$ cat src/rtl/triloc_pkg.sv
// Shared widths, FSM encoding and anchor-word field offsets for the triangle-localization blocks.
package triloc_pkg;

   typedef enum logic [1:0] {
      S_IDLE  = 2'd0,
      S_LOAD  = 2'd1,
      S_ROOT  = 2'd2,
      S_ROUND = 2'd3
   } state_t;

   function automatic int coord_w(input int n); return n;         endfunction
   function automatic int range_w(input int n); return n + 1;     endfunction
   function automatic int sq_w(input int n);    return 2 * n + 1; endfunction
   function automatic int pkt_w(input int n);   return 3 * n + 1; endfunction

   // Anchor word layout, MSB first: {x, y, r}
   function automatic int x_lsb(input int n); return 2 * n + 1; endfunction
   function automatic int y_lsb(input int n); return n + 1;     endfunction
   function automatic int r_lsb(input int n); return 0;         endfunction

endpackage

$ cat src/rtl/isqrt_seq.sv
// Sequential non-restoring integer square root, one root bit per cycle, MSB first.
module isqrt_seq #(
   parameter int W_IN = 17
) (
   input  logic                     clk,
   input  logic                     rst,
   input  logic                     start,
   input  logic [W_IN-1:0]          d,
   output logic                     done,
   output logic [(W_IN+1)/2-1:0]    q,
   output logic [(W_IN+1)/2+3:0]    rem
);
   localparam int QW = (W_IN + 1) / 2;
   localparam int DW = 2 * QW;
   localparam int RW = QW + 4;
   localparam int CW = (QW > 1) ? $clog2(QW) : 1;

   logic [DW-1:0] d_q;
   logic [RW-1:0] r_q;
   logic [CW-1:0] cnt;
   logic          run;
   logic [1:0]    pair;
   logic [RW-1:0] shifted;
   logic [RW-1:0] r_nxt;

   // r_q is a two's-complement partial remainder; its sign picks subtract or add
   always_comb begin
      pair    = d_q[DW-1 -: 2];
      shifted = (r_q << 2) | RW'(pair);
      if (r_q[RW-1])
         r_nxt = shifted + {2'b00, q, 2'b11};
      else
         r_nxt = shifted - {2'b00, q, 2'b01};
   end

   // final correction folds a negative remainder back to S - q^2
   assign rem  = r_q[RW-1] ? (r_q + {3'b000, q, 1'b1}) : r_q;
   assign done = run && (cnt == '0);

   always_ff @(posedge clk) begin
      if (rst) begin
         d_q <= '0;
         r_q <= '0;
         q   <= '0;
         cnt <= '0;
         run <= 1'b0;
      end else if (start) begin
         d_q <= DW'(d);
         r_q <= '0;
         q   <= '0;
         cnt <= CW'(QW - 1);
         run <= 1'b1;
      end else if (run) begin
         d_q <= d_q << 2;
         r_q <= r_nxt;
         q   <= {q[QW-2:0], ~r_nxt[RW-1]};
         if (cnt == '0)
            run <= 1'b0;
         else
            cnt <= cnt - 1'b1;
      end
   end

endmodule

$ cat src/rtl/anchor_range_gen.sv
// Range encoder: captures target/anchor, computes round(sqrt(dx^2+dy^2)) and emits {x_a, y_a, r}.
module anchor_range_gen
   import triloc_pkg::*;
#(
   parameter int N = 8
) (
   input  logic                    clk,
   input  logic                    rst,
   input  logic                    start,
   input  logic signed [N-1:0]     x_t,
   input  logic signed [N-1:0]     y_t,
   input  logic signed [N-1:0]     x_a,
   input  logic signed [N-1:0]     y_a,
   output logic                    busy,
   output logic                    valid,
   output logic [pkt_w(N)-1:0]     anchor_pkt
);
   localparam int RNG = range_w(N);
   localparam int SQ  = sq_w(N);
   localparam int RW  = RNG + 4;

   state_t                 state;
   logic signed [N-1:0]    xt_q, yt_q, xa_q, ya_q;
   logic signed [N:0]      dx, dy;
   logic signed [2*N+1:0]  dx_e, dy_e;
   logic [2*N+1:0]         sq_x, sq_y;
   logic [SQ-1:0]          sum_sq;
   logic                   root_done;
   logic [RNG-1:0]         root_q;
   logic [RW-1:0]          root_rem;
   logic [RNG-1:0]         r_rnd;

   // differences need one extra bit; the squares are formed at full width so nothing wraps
   always_comb begin
      dx     = (N+1)'(xt_q) - (N+1)'(xa_q);
      dy     = (N+1)'(yt_q) - (N+1)'(ya_q);
      dx_e   = (2*N+2)'(dx);
      dy_e   = (2*N+2)'(dy);
      sq_x   = dx_e * dx_e;
      sq_y   = dy_e * dy_e;
      sum_sq = SQ'(sq_x + sq_y);
      r_rnd  = root_q + RNG'(root_rem > RW'(root_q));
   end

   isqrt_seq #(.W_IN(SQ)) u_isqrt (
      .clk   (clk),
      .rst   (rst),
      .start (state == S_LOAD),
      .d     (sum_sq),
      .done  (root_done),
      .q     (root_q),
      .rem   (root_rem)
   );

   always_ff @(posedge clk) begin
      if (rst) begin
         state      <= S_IDLE;
         busy       <= 1'b0;
         valid      <= 1'b0;
         anchor_pkt <= '0;
         xt_q       <= '0;
         yt_q       <= '0;
         xa_q       <= '0;
         ya_q       <= '0;
      end else begin
         valid <= 1'b0;
         case (state)
            S_IDLE: if (start) begin
               xt_q  <= x_t;
               yt_q  <= y_t;
               xa_q  <= x_a;
               ya_q  <= y_a;
               busy  <= 1'b1;
               state <= S_LOAD;
            end
            S_LOAD: state <= S_ROOT;
            S_ROOT: if (root_done) state <= S_ROUND;
            S_ROUND: begin
               anchor_pkt <= {xa_q, ya_q, r_rnd};
               valid      <= 1'b1;
               busy       <= 1'b0;
               state      <= S_IDLE;
            end
            default: state <= S_IDLE;
         endcase
      end
   end

endmodule

$ cat config.mk
export PLATFORM = sky130hd
export DESIGN_NAME = anchor_range_gen
export DESIGN_NICKNAME = d
export VERILOG_FILES = /design/src/rtl/triloc_pkg.sv /design/src/rtl/isqrt_seq.sv /design/src/rtl/anchor_range_gen.sv
export SDC_FILE = /design/constraint.sdc
export NUM_CORES = 1
export LEC_CHECK = 0
export CORE_ASPECT_RATIO = 0.7
export CORE_UTILIZATION = 25
export CTS_BUF_LIST = sky130_fd_sc_hd__clkbuf_8
export DETAILED_ROUTE_END_ITERATION = 6
export SETUP_SLACK_MARGIN = 0.05
export SYNTH_ARGS = -nofsm -noshare
export SYNTH_HDL_FRONTEND = slang
export SYNTH_HIERARCHICAL = 1
export SYNTH_SLANG_ARGS = --single-unit
$ cat constraint.sdc
create_clock -name clk -period 9.9 [get_ports clk]
set_clock_uncertainty 0.1 [all_clocks]
set_input_delay 2.97 -clock clk [delete_from_list [all_inputs] [get_ports clk]]
set_output_delay 2.97 -clock clk [all_outputs]
set_load 0.01 [all_outputs]
# Yosys cells after proc, flatten, opt, wreduce, memory -nomap -nowiden
# Cells that the tools add are included.
# totals
reg_bits	106
input_bits	35
out_inout_bits	27
wordCells	62
# classes
n_addsub	8
multipliers	2
n_lt_le_gt_ge	1
n_eq_ne	6
n_mux	16
bitwise_logic	3
reduce_logical	11
# op_table
op	n
9-bit by 9-bit multiplier with 17-bit output	2
17-bit two-way mux	2
13-bit two-way mux	2
8-bit by 8-bit subtractor with 9-bit output	2
17-bit adder	1
13-bit by 10-bit adder with 13-bit output	1
13-bit by 11-bit adder with 13-bit output	1
13-bit by 9-bit greater-than comparator with 1-bit output	1
13-bit by 2-bit bitwise OR with 13-bit output	1
13-bit by 11-bit subtractor with 13-bit output	1
4-bit two-way mux	3
2-bit AND reduction	5
9-bit by 1-bit adder with 9-bit output	1
2-bit one-hot mux with 4 select lines	1
1-bit two-way mux	5
2-bit == test, second input constant	2
4-bit zero test	1
2-bit two-way mux	2
2-bit != test, second input constant	2
2-bit nonzero test	2
4-bit by 1-bit subtractor with 4-bit output, second input constant	1
2-bit by 1-bit == test with 1-bit output, second input constant	1
2-bit zero test	1
2-bit by 1-bit != test with 1-bit output, second input constant	1
4 further kinds	5

# Depth between registers and ports, before layout
# Gate-level depths: netlist of run 1.
# depth
ltp_word	4
mapped_depth	33
depth_no_buf	32

# Cells and area by module
# Netlist of run 1, hierarchy kept.
# by_module_without_submodules
mod	n_inst	cells_per_inst	area_per_inst_um2	seq_area_each_um2
anchor_range_gen	1	939	8330.5	1221.2
isqrt_seq	1	379	3099.2	900.9

# Least setup slack after synthesis of run 1
# Ideal clock, no wire load.
# synth_path
path_kind	reg-to-reg
from	reg yt_q[0]
to	reg u_isqrt.d_q[15]
setup_ns	0.127
arrival_time_ns	7.049
required_time_ns	9.673
slack_ns	2.623
stages_incl_launch_ff	30
path_buffers	1
period_less_slack_ns	7.277
path_cell_list	dfxtp_1 > inv_1 > ha_1 > fa_1 > nor2b_1 > o21ai_1 > a21oi_1 > o21a_1 > o31a_1 > buf_2 > nor2_1 > fa_1 > inv_1 > fa_1 > inv_1 > fa_1 > fa_1 > fa_1 > fa_1 > inv_1 > fa_1 > inv_1 > ha_1 > a21oi_1 > o21ai_0 > a31o_2 > a21oi_1 > xnor2_1 > a21oi_1 > nor2_1
# synth_via
elab_chain_cells	4
# synth_lines
item	line_no	source
start: declaration	anchor_range_gen.sv:23	logic signed [N-1:0] xt_q, yt_q, xa_q, ya_q;
start signal: assignment	anchor_range_gen.sv:70	yt_q <= y_t;
8-bit by 8-bit subtractor with 9-bit output	anchor_range_gen.sv:36	dy = (N+1)'(yt_q) - (N+1)'(ya_q);
9-bit by 9-bit multiplier with 17-bit output	anchor_range_gen.sv:40	sq_y = dy_e * dy_e;
17-bit adder	anchor_range_gen.sv:41	sum_sq = SQ'(sq_x + sq_y);
named net sum_sq[15]	anchor_range_gen.sv:27	logic [SQ-1:0] sum_sq;
17-bit two-way mux	isqrt_seq.sv:47	end else if (start) begin
end signal: assignment	isqrt_seq.sv:48	d_q <= DW'(d);
end signal: assignment	isqrt_seq.sv:54	d_q <= d_q << 2;
end: declaration	isqrt_seq.sv:18	logic [DW-1:0] d_q;
# The timed path passes the listed nets, and every way through them passes these cells.
# A chain may end at the register's enable or synchronous reset.

# Worst setup path in the final report of run 1
# Ends and elaborated chain as after synthesis.

==> impl_results.md, run 1 <==
* Outcome: finished, final reports clean
* DP Wirelength at 22300 um
* Unrepaired setup endpoints after global routing: no
* Die height at 181 um
* First-pass GRT wire length at 45700 um
* Gp weighted congestion at 0.881
* Initial Util at 25.4%
* Worst setup SP type: flip-flop
* Syn Inst Count at 1318
* Multi-input logic area at 0.00828 sq mm
* Post-synthesis register bit count at 106
* Setup Slack @ Placement at 1.92 ns
* Req. time, crit path at 10.06 ns
* Synth async-reset ratio at 0%
* Hold Path Depth at 2
* Worst hold endpoint: xt_q[0]
* F_max at 124 MHz
* YS warnings at 6
* Final setup vio count at 0
* Buf/Inv on CP at 3
* Register area at 0.00212 sq mm
* WS Path Type: flip-flop to flip-flop
* GRT Total Usage at 12.0%
* Die area at 0.0466 sq mm
* Starting DRT DRC Count at 454
* # Post-CTS Setup Buffers at 0
* Final setup margin at 1.87 ns
* Critical-path top delay cell: fa_1
* Layout cell share with drive strength beyond 1 at 4.72%
* Main flop type after synthesis: dfxtp_1
* Clk sinks at 106
* Post-route minimum period at 8.03 ns
* Largest net degree at the start of global routing at 83
* Worst reg2reg endpoint: u_isqrt/d_q[15]
* CTS hold repair buffers at 0
* Worst Hold Class: flip-flop to flip-flop
* Area growth from synthesis to layout at 12.3%
* Setup TNS at 0 ns
* DRC at 0
* # fillers at 4807
* Endpoint class of the critical path: flip-flop
* CTS max path bufs at 2
* Synthesized net count at 1607
* Most Frequent Cell on Critical Path: fa_1
* Min-delay src: xt_q[0]
* CTS tree: yes
* Sequential element share of the synthesized area at 18.6%
* Core ar. at 0.0451 sq mm
* TritonCTS Buffers at 9
* Final core utilization at 28.5%
* Fin Hold WS at 0.363 ns
* Mean Syn Cell Area at 8.67 sq um
* Remaining global-route overflow at 0
* Port buffer count at 61
* Flop2flop setup slack at 1.87 ns
* Ports at 62
* Slew @ Worst Pin at 1.15 ns
* H-tree levels at 3
* Count of cell types in the netlist at 72
* Cell area after synthesis at 0.0114 sq mm
* R2r startpoint: yt_q[0]
* DR vias at 8765
* Maximum capacitance violations at 0
* First-pass DRT Iterations at 5
* Max-slew violation count at 0
* Resize count post-CTS at 0
* Post-synth EDFFs at 0
* Vias per cell at 4.48
* Drt total wl at 27300 um
* Clock Tree Root: clkbuf_8
* Fin crit share at 81.2%
* Reg clk slew, reported paths at 0.12 ns
* Crit path max-delay family: adder cells
* Vias in the first global route at 8849
* Initial antenna violation count at 0
* Worst path max stage delay at 0.73 ns
* Critical Path Fanout Max at 17
* Crit path arrival time at 8.20 ns
* Final count of hold timing violations at 0
* Die X at 258 um
* Diode count at 0
* Final net count at 1639
* R2R cell count at 26
* Avg WL per Cell at 14.0 um
* Post-route ant nets at 0
* Relative slew slack at 23.0%
* # rows at 65
* Insertion delay to the later sink of the worst-skew pair at 0.42 ns
per-layer routing:
metal	vias up	share of wire, %	global-route usage [%]
met1	4227	51	18.2
met3	20	6.5	2.72
met5	-	0	0
met4	0	0.81	1.82
met2	218	41	17.5
li1	4300	-	-
cells by family (layout without fill, tap and decap cells):
kind of cell    after synthesis  count (layout)  synth area share [%]
compound gates              197             197                  11.4
buf+inv                     267             304                  9.03
mux                          51              51                  4.51
flops                       106             106                  18.6
fa+ha+maj                   254             254                  36.8
simple gates                378             378                  14.8
xor+xnor                     65              65                  4.98
Yosys cell counts, drive strengths merged (3+ instances only):
| cell | n | area share, % |
|---|---|---|
| or2 | 9 | 0.49 |
| o22ai | 5 | 0.27 |
| inv | 218 | 7.2 |
| o21ai | 21 | 0.99 |
| mux2 | 4 | 0.39 |
| clkbuf | 28 | 0.92 |
| o31ai | 6 | 0.56 |
| nor4 | 4 | 0.22 |
| dfxtp | 106 | 19 |
| nand2 | 121 | 4.0 |
| nand4 | 4 | 0.22 |
| nor3 | 21 | 1.1 |
| nand2b | 9 | 0.49 |
| mux2i | 47 | 4.1 |
| o21a | 16 | 1.1 |
| a211oi | 14 | 0.92 |
| nand3 | 17 | 0.74 |
| o211ai | 4 | 0.26 |
| a31oi | 5 | 0.27 |
| a21oi | 83 | 3.7 |
| buf | 20 | 0.90 |
| fa | 137 | 24 |
| nor2 | 159 | 5.2 |
| ha | 117 | 13 |
| or3 | 3 | 0.16 |
| nor2b | 14 | 0.96 |
| a21boi | 4 | 0.26 |
| and3 | 6 | 0.33 |
| xnor2 | 47 | 3.6 |
| a211o | 3 | 0.23 |
| xor2 | 18 | 1.4 |
| a21o | 16 | 1.1 |
through the flow:
stage,instances,instance area (sq um)
final,1958,12800
after global routing,1958,12800
after CTS,1958,12800
after detailed placement,1942,12600
after global placement,1942,12600
after floorplan,1318,11400
final cells by class:
cell class | instances | share of cell area [%]
flip-flops and latches | 106 | 16.5
clock buffers | 9 | 0.965
inverters | 219 | 6.43
clock inverters | 7 | 0.488
repair buffers | 69 | 5.19
well taps | 603 | 5.88
multi-input cells | 945 | 64.5
state kept, by name, summed over array words and instances, names as in the netlist:
signal / flops
state: 2
u_isqrt/q: 9
busy: 1
u_isqrt/run: 1
u_isqrt/d_q: 18
xt_q: 8
valid: 1
xa_q: 8
anchor_pkt: 25
u_isqrt/cnt: 4
ya_q: 8
u_isqrt/r_q: 13
yt_q: 8
worst max path at each step:
stage               startpoint              end  slack, ns  cells after the start
floorplan              yt_q[0]  u_isqrt/d_q[15]       2.62                     29
global placement       yt_q[0]  u_isqrt/d_q[15]       2.06                     26
detailed placement     yt_q[0]  u_isqrt/d_q[16]       1.92                     28
CTS                    yt_q[0]  u_isqrt/d_q[16]       1.86                     28
global route           yt_q[0]  u_isqrt/d_q[15]       1.39                     26
finish                 yt_q[0]  u_isqrt/d_q[15]       1.87                     26
layout by cell type (no fill, tap or decap), types with 9 or more instances in the layout:
cell             count
inv_1              213
nor2_1             158
fa_1               137
nand2_1            121
ha_1               116
dfxtp_1            105
a21oi_1             80
clkdlybuf4s50_1     60
xnor2_1             47
mux2i_1             47
xor2_1              18
nor3_1              17
nand3_1             17
o21ai_0             16
a21o_1              16
o21a_1              15
a211oi_1            14
nor2b_1             11
nand2b_1             9
clkbuf_8             9
worst reg2reg max path, cell delays in order (launching register included):
cell	delay (ns)
dfxtp_1	0.35
inv_1	0.05
ha_1	0.22
fa_1	0.41
nor2b_1	0.13
o21ai_1	0.08
a21oi_1	0.19
o21a_1	0.19
o31a_1	0.64
nor2_1	0.21
fa_1	0.73
inv_1	0.15
fa_1	0.54
fa_1	0.44
fa_1	0.52
fa_1	0.54
inv_1	0.05
fa_1	0.47
ha_1	0.32
ha_1	0.37
a21o_1	0.20
o32a_1	0.30
a31o_2	0.25
a21oi_1	0.16
xnor2_1	0.09
a21oi_1	0.13
nor2_1	0.05
Power of run 1 is left out: the tool's default activity adds up to more than one toggle a clock period on the data nets, which glitch-free logic cannot reach.
==> run 2: changes to the inputs <==
- clock period: 9.9 -> 7.5 ns (I/O delays scaled with it)
==> run 2 against run 1 <==
  * Die area did not move
  * Global-route usage rose by 0.30 points
  * Via count rose by 1.8%
  * Utilization rose by 1.3 points
  * Critical path depth rose by 2
  * Maximum frequency rose by 11%
  * Sequential share of layout area fell by 0.63 points
  * Wire length rose by 3.7%
  * First-iteration DRC count fell by 9.5%
  * Largest cell class unchanged
  * Highest routed layer unchanged
==> impl_results.md, run 2 (synthesized netlist as in run 1, its figures left out) <==
* DR vias at 8926 (was 8765)
* Diode count at 0 (unchanged)
* TritonCTS Buffers at 9 (unchanged)
* # rows at 65 (unchanged)
* Final core utilization at 29.8% (was 28.5%)
* Slew @ Worst Pin at 1.18 ns (was 1.15 ns)
* WS Path Type: flip-flop to flip-flop (unchanged)
* CTS max path bufs at 2 (unchanged)
* Die X at 258 um (unchanged)
* Clk sinks at 106 (unchanged)
* Gp weighted congestion at 0.830 (was 0.881)
* Die height at 181 um (unchanged)
* Vias per cell at 4.47 (was 4.48)
* Max-slew violation count at 0 (unchanged)
* Crit path arrival time at 7.38 ns (was 8.20 ns)
* Die area at 0.0466 sq mm (unchanged)
* Most Frequent Cell on Critical Path: fa_1 (unchanged)
* Clock Tree Root: clkbuf_8 (unchanged)
* CTS hold repair buffers at 0 (unchanged)
* Area growth from synthesis to layout at 17.4% (was 12.3%)
* F_max at 139 MHz (was 124 MHz)
* H-tree levels at 3 (unchanged)
* Initial Util at 25.4% (unchanged)
* GRT Total Usage at 12.3% (was 12.0%)
* Starting DRT DRC Count at 411 (was 454)
* Largest register FFs at 25 (unchanged)
* Layout cell share with drive strength beyond 1 at 11.2% (was 4.72%)
* Port buffer count at 61 (unchanged)
* Critical Path Fanout Max at 9 (was 17)
* First-pass GRT wire length at 47000 um (was 45700 um)
* Final net count at 1678 (was 1639)
* Largest net degree at the start of global routing at 83 (unchanged)
* Fin crit share at 96.2% (was 81.2%)
* Core ar. at 0.0451 sq mm (unchanged)
* Final setup vio count at 0 (unchanged)
* Most flops, register: anchor_pkt (unchanged)
* Req. time, crit path at 7.67 ns (was 10.06 ns)
* Relative slew slack at 21.1% (was 23.0%)
* Commonest non-fill, non-tap cell in the layout: inv_1 (unchanged)
* Maximum capacitance violations at 0 (unchanged)
* Endpoint class of the critical path: flip-flop (unchanged)
* Critical-path top delay cell: fa_1 (unchanged)
* Unrepaired setup endpoints after global routing: yes (was no)
* CTS tree: yes (unchanged)
* Worst path max stage delay at 0.54 ns (was 0.73 ns)
* Reg clk slew, reported paths at 0.12 ns (about the same)
* Outcome: finished, final reports clean (unchanged)
* Multi-input logic area at 0.00851 sq mm (was 0.00828 sq mm)
* Remaining global-route overflow at 0 (unchanged)
* Insertion delay to the later sink of the worst-skew pair at 0.41 ns (was 0.42 ns)
* Initial antenna violation count at 0 (unchanged)
* DP Wirelength at 22600 um (was 22300 um)
* Final count of hold timing violations at 0 (unchanged)
* First-pass DRT Iterations at 5 (unchanged)
* Worst Hold Class: flip-flop to flip-flop (unchanged)
* Worst setup SP type: flip-flop (unchanged)
* Regs by FF count: anchor_pkt: 25 flops, u_isqrt/d_q: 18 flops, u_isqrt/r_q: 13 flops (unchanged)
* Commonest non-fill, non-tap cells in the layout: 206 x inv_1, 150 x nor2_1, 132 x fa_1, 121 x nand2_1, 105 x ha_1 (was 213 x inv_1, 158 x nor2_1, 137 x fa_1, 121 x nand2_1, 116 x ha_1)
* # fillers at 4778 (was 4807)
* DRC at 0 (unchanged)
* Register area at 0.00214 sq mm (was 0.00212 sq mm)
* Ports at 62 (unchanged)
* Avg WL per Cell at 14.2 um (was 14.0 um)
* Post-route ant nets at 0 (unchanged)
* Drt total wl at 28300 um (was 27300 um)
* Vias in the first global route at 9066 (was 8849)
* Post-route minimum period at 7.22 ns (was 8.03 ns)
## run 2: cell types whose count changed in the layout (fill, tap and decap cells not counted), moves of 8 or more
cell,delta
ha_4,+10
nor2_2,+8
buf_4,+31
dfxtp_1,-8
nor2_1,-8
ha_1,-11
## run 2: final cells by class
type,count,share of cell area [%]
sequential,106,15.9
inverter,219,6.18
clock inverter,6,0.466
clock buffer,10,1.03
tap,603,5.62
multi-input combinational,945,63.4
timing repair buffer,108,7.38
## run 2: critical path, delay by kind of cell, from the launching register on
family                     cells  cell delay (ns)
adders and majority gates     10             4.05
AOI/OAI and AO/OA              9             1.82
buffers and inverters          5             0.43
and+or+nand+nor                3             0.25
xor gates and xnor gates       1             0.07
DFF                            1             0.35
## run 2: final timing paths
path / cells past startpoint / slack, ns / startpoint / end
hold / removal: 2 / 0.37 / xt_q[0] / xt_q[0]
setup / recovery: 28 / 0.28 / yt_q[0] / u_isqrt/d_q[15]
hold reg to reg: 2 / 0.37 / xt_q[0] / xt_q[0]
setup reg to reg: 28 / 0.28 / yt_q[0] / u_isqrt/d_q[15]
## run 2: stage by stage
stage,instance area [sq um],std cells,setup slack [ns],hold WS (ns),TNS [ns]
floorplan,11400,1318,0.223,0.336,0
global placement,12800,1965,0.0491,0.346,0
detailed placement,12800,1965,-0.0306,0.349,-0.0306
CTS,13100,1984,0.0531,0.367,0
global route,13400,1997,-0.0340,0.391,-0.0554
finish,13400,1997,0.283,0.368,0
## run 2: repair_timing
item                                    in CTS  in global routing
setup buffers                                3                 12
endpoints found under the hold margin        0                  0
endpoints found under the setup margin       2                  7
gates cloned                                 0                  1
pin swaps                                    5                 49
gates resized for setup                      2                 70
## run 2: per-layer routing
metal / vias to the layer above / GRT usage [%] / wire length [um]
met5: - / 0 / 0
li1: 4362 / - / -
met2: 221 / 18.3 / 12000
met1: 4325 / 18.2 / 14300
met3: 18 / 2.99 / 1810
met4: 0 / 1.63 / 171
Power of run 2 is left out for the same reason.
